<file path="src/rtl/row_packer_if.sv">
// row_packer_if: pixel-stream input and packed-row output of row_packer.
//
// Signals
//   s_valid / s_ready / s_data : one W-bit pixel per handshake (upstream -> packer)
//   m_valid / m_ready / m_data : one packed row per handshake (packer -> pool stage);
//                                m_data[c] is the c-th pixel of the row
//   s_last / err               : only with ROW_PACKER_LAST_EN defined
//
// Handshake: a beat moves on a rising clk edge where valid && ready are both 1.
// A producer that raises valid keeps it and its data stable until that edge;
// ready never depends combinationally on valid on either side of this block.
//
// Modports: slave = the packer's view, master = the upstream/downstream
// environment's view.

interface row_packer_if #(
    parameter int R = 10,
    parameter int W = 8
);
    logic                  s_valid;
    logic                  s_ready;
    logic [W-1:0]          s_data;
    logic                  m_valid;
    logic                  m_ready;
    logic [R-1:0][W-1:0]   m_data;
`ifdef ROW_PACKER_LAST_EN
    logic                  s_last;
    logic                  err;

    modport slave (
        input  s_valid, s_data, s_last, m_ready,
        output s_ready, m_valid, m_data, err
    );
    modport master (
        output s_valid, s_data, s_last, m_ready,
        input  s_ready, m_valid, m_data, err
    );
`else
    modport slave (
        input  s_valid, s_data, m_ready,
        output s_ready, m_valid, m_data
    );
    modport master (
        output s_valid, s_data, m_ready,
        input  s_ready, m_valid, m_data
    );
`endif
endinterface

</file>
<file path="src/rtl/row_packer.sv">
// row_packer: packs a serial pixel stream into R-pixel row words for the
// 2x2 max-pool stage. Two ping-pong row buffers let the next row fill while
// the previous one waits for the consumer.
//
// Ports
//   clk  : clock, all state on rising edge
//   rstn : asynchronous active-low reset
//   bus  : row_packer_if.slave (pixel input stream, packed row output)
//
// Optional feature (macro ROW_PACKER_LAST_EN): adds s_last framing on the
// input and a sticky err flag. A short row (s_last before the last column)
// is zero-filled and completed at once; a full-length row without s_last
// still completes. Both cases set err, which only rstn clears.

module row_packer #(
    parameter int R = 10,
    parameter int W = 8
) (
    input  logic        clk,
    input  logic        rstn,
    row_packer_if.slave bus
);
    localparam int CW = (R > 2) ? $clog2(R) : 1;

    logic [1:0][R-1:0][W-1:0] row_buf;
    logic [CW-1:0]            col;
    logic [1:0]               occ;
    logic [1:0]               occ_next;
    logic                     wr_sel;
    logic                     rd_sel;
    logic                     accept;
    logic                     at_end;
    logic                     complete;
    logic                     xfer;

    assign accept = bus.s_valid && bus.s_ready;
    assign at_end = (col == CW'(R - 1));
    assign xfer   = bus.m_valid && bus.m_ready;

`ifdef ROW_PACKER_LAST_EN
    logic err_q;

    // An early s_last closes the row just like reaching the last column.
    assign complete = accept && (at_end || bus.s_last);
    assign bus.err  = err_q;
`else
    assign complete = accept && at_end;
`endif

    // Ready comes only from registered occupancy so the upstream path has
    // no combinational loop through s_valid or m_ready.
    assign bus.s_ready = rstn && (occ < 2'd2);
    assign bus.m_valid = (occ != 2'd0);
    assign bus.m_data  = row_buf[rd_sel];

    // Completion and transfer in the same cycle cancel out, keeping the
    // pipe full with no bubble.
    always_comb begin
        occ_next = occ;
        if (complete && !xfer) begin
            occ_next = occ + 2'd1;
        end else if (!complete && xfer) begin
            occ_next = occ - 2'd1;
        end
    end

    always_ff @(posedge clk or negedge rstn) begin
        if (!rstn) begin
            col    <= '0;
            occ    <= '0;
            wr_sel <= 1'b0;
            rd_sel <= 1'b0;
        end else begin
            occ <= occ_next;
            if (complete) begin
                col    <= '0;
                wr_sel <= ~wr_sel;
            end else if (accept) begin
                col <= col + CW'(1);
            end
            if (xfer) begin
                rd_sel <= ~rd_sel;
            end
        end
    end

    // While occ > 0 the fill buffer differs from the read buffer, and when
    // occ == 2 nothing is accepted, so the buffer behind m_data never
    // changes while a row is being offered.
    always_ff @(posedge clk or negedge rstn) begin
        if (!rstn) begin
            row_buf <= '0;
        end else if (accept) begin
            for (int c = 0; c < R; c++) begin
                if (CW'(c) == col) begin
                    row_buf[wr_sel][c] <= bus.s_data;
                end
`ifdef ROW_PACKER_LAST_EN
                else if (bus.s_last && (CW'(c) > col)) begin
                    row_buf[wr_sel][c] <= '0;
                end
`endif
            end
        end
    end

`ifdef ROW_PACKER_LAST_EN
    // Framing error: s_last disagrees with the column count.
    always_ff @(posedge clk or negedge rstn) begin
        if (!rstn) begin
            err_q <= 1'b0;
        end else if (accept && (bus.s_last != at_end)) begin
            err_q <= 1'b1;
        end
    end
`endif

    occ_range_a: assert property (@(posedge clk) disable iff (!rstn) occ != 2'd3);

endmodule
</file>
<file path="src/flat_wrapper.sv">
// flat-port wrapper written by rule: the top's interface ports become plain ports
module row_packer_flat 
#(
    parameter int R = 10,
    parameter int W = 8
)
  (clk, rstn, bus_s_valid, bus_s_data, bus_m_ready, bus_s_ready, bus_m_valid, bus_m_data);
  row_packer_if #(.R(R), .W(W)) bus_i ();
  input  logic clk;
  input  logic rstn;
  input wire logic [$bits(bus_i.s_valid)-1:0] bus_s_valid;
  input wire logic [$bits(bus_i.s_data)-1:0] bus_s_data;
  input wire logic [$bits(bus_i.m_ready)-1:0] bus_m_ready;
  output wire logic [$bits(bus_i.s_ready)-1:0] bus_s_ready;
  output wire logic [$bits(bus_i.m_valid)-1:0] bus_m_valid;
  output wire logic [$bits(bus_i.m_data)-1:0] bus_m_data;
  assign bus_i.s_valid = bus_s_valid;
  assign bus_i.s_data = bus_s_data;
  assign bus_i.m_ready = bus_m_ready;
  assign bus_s_ready = bus_i.s_ready;
  assign bus_m_valid = bus_i.m_valid;
  assign bus_m_data = bus_i.m_data;
  row_packer #(.R(R), .W(W)) u_core (.clk(clk), .rstn(rstn), .bus(bus_i));
endmodule
</file>
<file path="config.mk">
export PLATFORM = sky130hd
export DESIGN_NAME = row_packer_flat
export DESIGN_NICKNAME = d
export VERILOG_FILES = /design/src/rtl/row_packer_if.sv /design/src/rtl/row_packer.sv /design/src/flat_wrapper.sv
export SDC_FILE = /design/constraint.sdc
export NUM_CORES = 1
export LEC_CHECK = 0
export ABC_AREA = 1
export BUFFER_PORTS_ARGS = -buffer_cell sky130_fd_sc_hd__buf_2
export CAP_MARGIN = 20
export CORE_ASPECT_RATIO = 0.9
export CORE_MARGIN = 1.5
export CORE_UTILIZATION = 35
export CTS_CLUSTER_SIZE = 25
export DETAILED_ROUTE_END_ITERATION = 10
export PLACE_DENSITY = 0.57
export SETUP_SLACK_MARGIN = 0.02
export SYNTH_ARGS = -nofsm -noshare
export SYNTH_HDL_FRONTEND = slang
export SYNTH_SLANG_ARGS = --single-unit
</file>
<file path="constraint.sdc">
create_clock -name clk -period 4.8 [get_ports clk]
set_input_delay 0.24 -clock clk [delete_from_list [all_inputs] [get_ports clk]]
set_output_delay 0.24 -clock clk [all_outputs]
set_load 0.02 [all_outputs]
</file>
---- Word-level counts from Yosys, hierarchy flattened ----
Index checks and enable logic that the tools add are counted.
word-level totals
  register bits ........................... 168
  latch bits .............................. 0
  RAM bits ................................ 0
  memory bits (read-only) ................. 0
  input port bits ......................... 12
  output and inout port bits .............. 82
  memories ................................ 0
cells by class
  add/sub/neg operators ................... 3
  multipliers ............................. 0
  divide/modulo/power cells ............... 0
  order comparisons ....................... 4
  equal/unequal tests ..................... 10
  shift-type cells ........................ 0
  muxes and demuxes ....................... 55
  bitwise operators ....................... 2
  reduce and logical (&&, ||, !) cells .... 13
operator list
  cell                                                number
  2-to-1 mux 160 bit                                  19
  bitwise mux 160 bit                                 10
  demux 80 bit (select 1 bit)                         10
  2-to-1 mux 80 bit                                   3
  2-to-1 mux 72 bit                                   1
  2-to-1 mux 64 bit                                   1
  2-to-1 mux 56 bit                                   1
  2-to-1 mux 48 bit                                   1
  2-to-1 mux 40 bit                                   1
  2-to-1 mux 32 bit                                   1
  2-to-1 mux 24 bit                                   1
  == test 3 x 4 -> 1 bit, first input constant        4
  2-to-1 mux 16 bit                                   1
  == test 2 x 4 -> 1 bit, first input constant        2
  == test 4 bit, first input constant                 2
  2-to-1 mux 4 bit                                    2
  2-to-1 mux 8 bit                                    1
  logical AND 1 bit                                   7
  nonzero test 2 bit                                  3
  adder 4 x 1 -> 4 bit, second input constant         1
  == test 1 x 4 -> 1 bit, first input constant        1
  == test 4 bit, second input constant                1
  zero test 4 bit                                     1
  < comparator 1 x 2 -> 1 bit, second input constant  2
  7 further kinds                                     10

---- Depth between registers and ports, before layout ----
  word-level depth ........................ 33
  gate-level depth with buffers ........... 10

---- Worst setup path before layout ----
Ideal clock, no wire load.
  path type ............................... reg2reg
  start ................................... register u_core.col[1]
  end ..................................... register u_core.occ[1]
  arrival time ............................ 1.726 ns
  data required time ...................... 4.677 ns
  setup slack ............................. 2.951 ns
  stages on the path, launching flop included .. 9
  cell sequence ........................... dfrtp_1 > inv_1 > ha_1 > nand3_2 > nor2_4 > buf_4 > ha_1 > nand3b_1 > xor2_1
between the ends
  cells in the longest elaborated chain, start to end .. 5
RTL lines
  element                              RTL line          source
  start: declaration                   row_packer.sv:26  logic [CW-1:0] col;
  start signal: assignment             row_packer.sv:79  col <= col + CW'(1);
  == test 4 bit *                      row_packer.sv:37  assign at_end = (col == CW'(R - 1));
  logical AND 1 bit *                  row_packer.sv:47  assign complete = accept && at_end;
  net u_core.complete                  row_packer.sv:33  logic complete;
  zero test 1 bit                      row_packer.sv:62  end else if (!complete && xfer) begin
  logical AND 1 bit                    row_packer.sv:62
  nonzero test 2 bit (no source line)  --
  end signal: assignment               row_packer.sv:74  occ <= occ_next;
  end: declaration                     row_packer.sv:27  logic [1:0] occ;
Mark *: on every way through the listed nets, which the timed path passes. The rest lies on a longest branch.
A chain may end at the register's enable or synchronous reset.

---- Worst setup path in the final report ----
  start ................................... input rstn
  end ..................................... register u_core.occ[1]
between the ends
  cells in the longest elaborated chain, start to end .. 6
RTL lines
  element                              RTL line            source
  start: declaration                   flat_wrapper.sv:10  input logic rstn;
  logical AND 1 bit *                  row_packer.sv:52    assign bus.s_ready = rstn && (occ < 2'd2);
  logical AND 1 bit *                  row_packer.sv:36    assign accept = bus.s_valid && bus.s_ready;
  logical AND 1 bit *                  row_packer.sv:47
  zero test 1 bit                      row_packer.sv:62
  logical AND 1 bit                    row_packer.sv:62
  nonzero test 2 bit (no source line)  --
Every way passes the cells marked *; elsewhere a longest branch is shown, timed or not.

==> flow_metrics.py <==
metrics = {
    "status": {
        "run_status": "complete, no violations",
    },
    "final_layout": {
        "finalInstanceArea_mm2": 0.00916,
        "layout-drive-gt1-share": 0.144,
        "antennaDiodeCount": 0,
        "register_area_mm2": 0.00421,
        "area_occupied_by_multi_input_gates_mm2": 0.00345,
        "final_cells": 1400,
        "area_growth_syn_to_layout_pct": 14.2,
        "nNetsFinal": 1107,
        "fillCellCount": 2391,
    },
    "power_and_ir_drop": {
        "ir_worst_vdd_v": 0.000241,
        "power-per-cell-area_mw_per_mm2": 565,
        "power.share.combinational": 0.348,
        "total_power_w": 0.00517,
        "sw_frac_of_total": 0.408,
        "pwr-share-clk": 0.251,
        "p_leak_nw": 5.38,
        "seqPwrFrac": 0.401,
        "power.internal_w": 0.00306,
        "p_sw_w": 0.00211,
    },
    "placed_design": {
        "finalWeightedCongestion": 0.743,
        "dpl-instance-area_mm2": 0.00860,
        "dpl.hpwl_um": 12400,
        "count_of_input_and_output_buffers": 93,
        "placedCellCount": 1367,
    },
    "timing": {
        "max_slew.worst_pin.slew_ns": 0.960,
        "min_period_over_period": 0.541,
        "finClkSkew_ns": 0.0232,
        "rsz0062_at_grt": "no",
        "finalHoldViolations": 0,
        "totalNegativeSetupSlack_ns": 0,
        "setup_violations": 0,
        "fmax_mhz": 385,
        "timing.final.max_slew_violations": 0,
        "maxSlewHeadroom": 0.360,
        "period_minus_slack_ns": 2.60,
    },
    "worst_setup_path": {
        "path_buf_inv": 2,
        "critPathRequiredTime_ns": 5.11,
        "cp.arrival_ns": 2.91,
        "setup.worst_path.start_class": "input port",
        "cp_max_fo": 49,
        "kind_of_end_point_of_the_critical_path": "flop",
        "crit_slowest_cell": "sky130_fd_sc_hd__dlygate4sd3_1",
        "crit_path_cell_trace": "dlygate4sd3_1 -> buf_6 -> nand3_4 -> nor2_4 -> ha_1 -> nand3b_1 -> xor2_1",
        "critical-path-top-delay-family": "simple AND/OR/NAND/NOR gates",
        "max_stage_delay_ns": 0.54,
        "r2r_setup_slack_ns": 2.46,
        "critPathKind": "input port to flop",
    },
    "clock_tree": {
        "cts_buffers": 17,
        "max-clock-path-buffers": 2,
        "worst_skew_pair.late_latency_ns": 0.44,
        "clock_sink_count": 168,
        "tritoncts_clock_tree": "done",
        "h-tree-depth": 4,
        "clk_pin_slew_ns": 0.06,
        "clockRootBuffer": "sky130_fd_sc_hd__clkbuf_16",
    },
    "floorplan": {
        "fp.dieArea_mm2": 0.0238,
        "dieWidth_um": 163,
        "core_area_mm2": 0.0225,
        "rows": 52,
        "starting_density": 0.356,
        "floorplan.io_pins": 94,
        "dieHeight_um": 147,
    },
    "yosys": {
        "synth-seq-area-share": 0.524,
        "synth.area.top_cells": "sky130_fd_sc_hd__dfrtp_1 52%, sky130_fd_sc_hd__nand2_1 27%, sky130_fd_sc_hd__nand3_1 11%",
        "ys.warnings.count": 0,
        "post_synth_num_cell_types": 23,
        "synth_area_per_inst_um2": 7.75,
        "syn-num-nets": 1052,
        "library_cell_with_the_largest_summed_area_after_synthesis": "sky130_fd_sc_hd__dfrtp_1",
        "synth_cells": 1035,
        "share_of_the_synthesized_area_in_the_top_cell_type": 0.524,
        "yosys_register_bits": 168,
        "synth.cell_area_mm2": 0.00802,
    },
    "flow_run": {
        "max_cap_violations": 0,
    },
    "global_routing": {
        "via_count_of_the_first_global_routing_pass": 6485,
        "first_pass_grt_wire_length_um": 35600,
        "grt_usage": 0.192,
        "number_of_antenna_violations_at_the_first_check_in_global_routing": 0,
        "overflow": 0,
        "grt_max_degree": 81,
    },
    "route": {
        "antenna_left": 0,
        "viasPerCell": 4.81,
        "finalWirelength_um": 21700,
        "drc": 0,
        "route.vias.total": 6740,
        "drt_pass1_iterations": 5,
        "drtIter0Drc": 566,
        "routed_wire_length_per_instance_um": 15.5,
    },
    "worst_hold_path": {
        "holdCritPathClass": "input port to flop",
    },
}
==> worst min-delay path, stage by stage <==
cell                      delay (ns)
sky130_fd_sc_hd__buf_2          0.09
sky130_fd_sc_hd__nand2_1        0.13
sky130_fd_sc_hd__xor2_1         0.08
==> kinds of logic after synthesis <==
| logic type | after synthesis | synth area share |
|---|---|---|
| DFF | 168 | 0.524 |
| adders and majority gates | 5 | 0.00780 |
| AOI/OAI and AO/OA | 4 | 0.00250 |
| buffers and inverters | 75 | 0.0448 |
| and+or+nand+nor | 779 | 0.416 |
| xor gates and xnor gates | 4 | 0.00437 |
==> cell usage after synthesis <==
| cell | count |
|---|---|
| sky130_fd_sc_hd__nand3_2 | 1 |
| sky130_fd_sc_hd__nor2_2 | 1 |
| sky130_fd_sc_hd__nor2_4 | 3 |
| sky130_fd_sc_hd__xor2_1 | 3 |
| sky130_fd_sc_hd__nand3_1 | 170 |
| sky130_fd_sc_hd__nand2_1 | 579 |
| sky130_fd_sc_hd__o21ai_0 | 4 |
| sky130_fd_sc_hd__nand3_4 | 1 |
| sky130_fd_sc_hd__clkbuf_1 | 48 |
| sky130_fd_sc_hd__inv_2 | 4 |
| sky130_fd_sc_hd__nand3b_1 | 1 |
| sky130_fd_sc_hd__buf_1 | 2 |
| sky130_fd_sc_hd__inv_1 | 7 |
| sky130_fd_sc_hd__buf_6 | 8 |
| sky130_fd_sc_hd__nor2_8 | 7 |
| sky130_fd_sc_hd__buf_4 | 4 |
| sky130_fd_sc_hd__dfrtp_1 | 168 |
| sky130_fd_sc_hd__ha_1 | 5 |
| sky130_fd_sc_hd__nand4_1 | 1 |
| sky130_fd_sc_hd__nand2_2 | 14 |
| sky130_fd_sc_hd__buf_2 | 2 |
| sky130_fd_sc_hd__nor2_1 | 1 |
| sky130_fd_sc_hd__xnor2_1 | 1 |
==> per-layer routing <==
layer,up-vias,part of all wire,global-route usage
met5,-,0,0
met4,0,0.0072,0.0459
met3,10,0.038,0.0327
met2,131,0.46,0.294
met1,3244,0.50,0.282
li1,3355,-,-
==> layout make-up <==
| class | instances | share of cell area |
|---|---|---|
| Sequential cell | 168 | 0.459 |
| Tap cell | 297 | 0.0406 |
| Timing Repair Buffer | 100 | 0.0589 |
| Inverter | 11 | 0.00464 |
| Clock inverter | 8 | 0.00792 |
| Clock buffer | 24 | 0.0515 |
| Multi-Input combinational cell | 792 | 0.377 |
==> state kept, by name, indices dropped and copies added, names as in the netlist <==
name / cells
u_core.rd_sel: 1
u_core.occ: 2
u_core.row_buf: 160
u_core.col: 4
u_core.wr_sel: 1
==> final timing paths <==
kind	start	cells after the start	endpoint
worst min register to register	u_core.row_buf[43]	2	u_core.row_buf[43]
worst max register to register	u_core.wr_sel	5	u_core.row_buf[76]
worst min-delay path	bus_m_ready	3	u_core.rd_sel
min in group asynchronous	rstn	2	u_core.row_buf[13]
worst max-delay path	rstn	7	u_core.occ[1]
max in group asynchronous	rstn	3	u_core.row_buf[145]
==> timing repair <==
action	in CTS	in global routing
resized for setup	0	0
hold endpoints to repair	46	0
setup buffers	0	0
hold buffers	1	0
==> through the flow <==
step	setup WS (ns)	utilization	hold slack, ns
finish	2.20	0.407	0.159
CTS	2.12	0.407	0.131
global placement	2.31	0.382	0.215
detailed placement	2.28	0.382	0.220
global route	1.94	0.407	0.147
floorplan	2.95	-	-0.0556
==> power by group through the flow <==
stage / Combinational [W] / Sequential, W / Clock [W]
2_1_floorplan: 0.00131 / 0.00200 / 0
3_3_place_gp: 0.00181 / 0.00209 / 0
3_5_place_dp: 0.00183 / 0.00209 / 0
4_1_cts: 0.00184 / 0.00207 / 0.00133
5_1_grt: 0.00203 / 0.00213 / 0.00138
6_report: 0.00180 / 0.00207 / 0.00130
==> layout by cell type (no fill, tap or decap), drive strengths merged <==
master,count
ha,5
xnor2,1
clkbuf,24
nand2,593
clkinv,5
dlygate4sd3,1
dfrtp,168
nand3,172
o21ai,4
clkinvlp,3
inv,10
buf,99
nor2,12
nand3b,1
xor2,3
nand4,1
bufinv,1
Power figures use the tool's default switching activity.
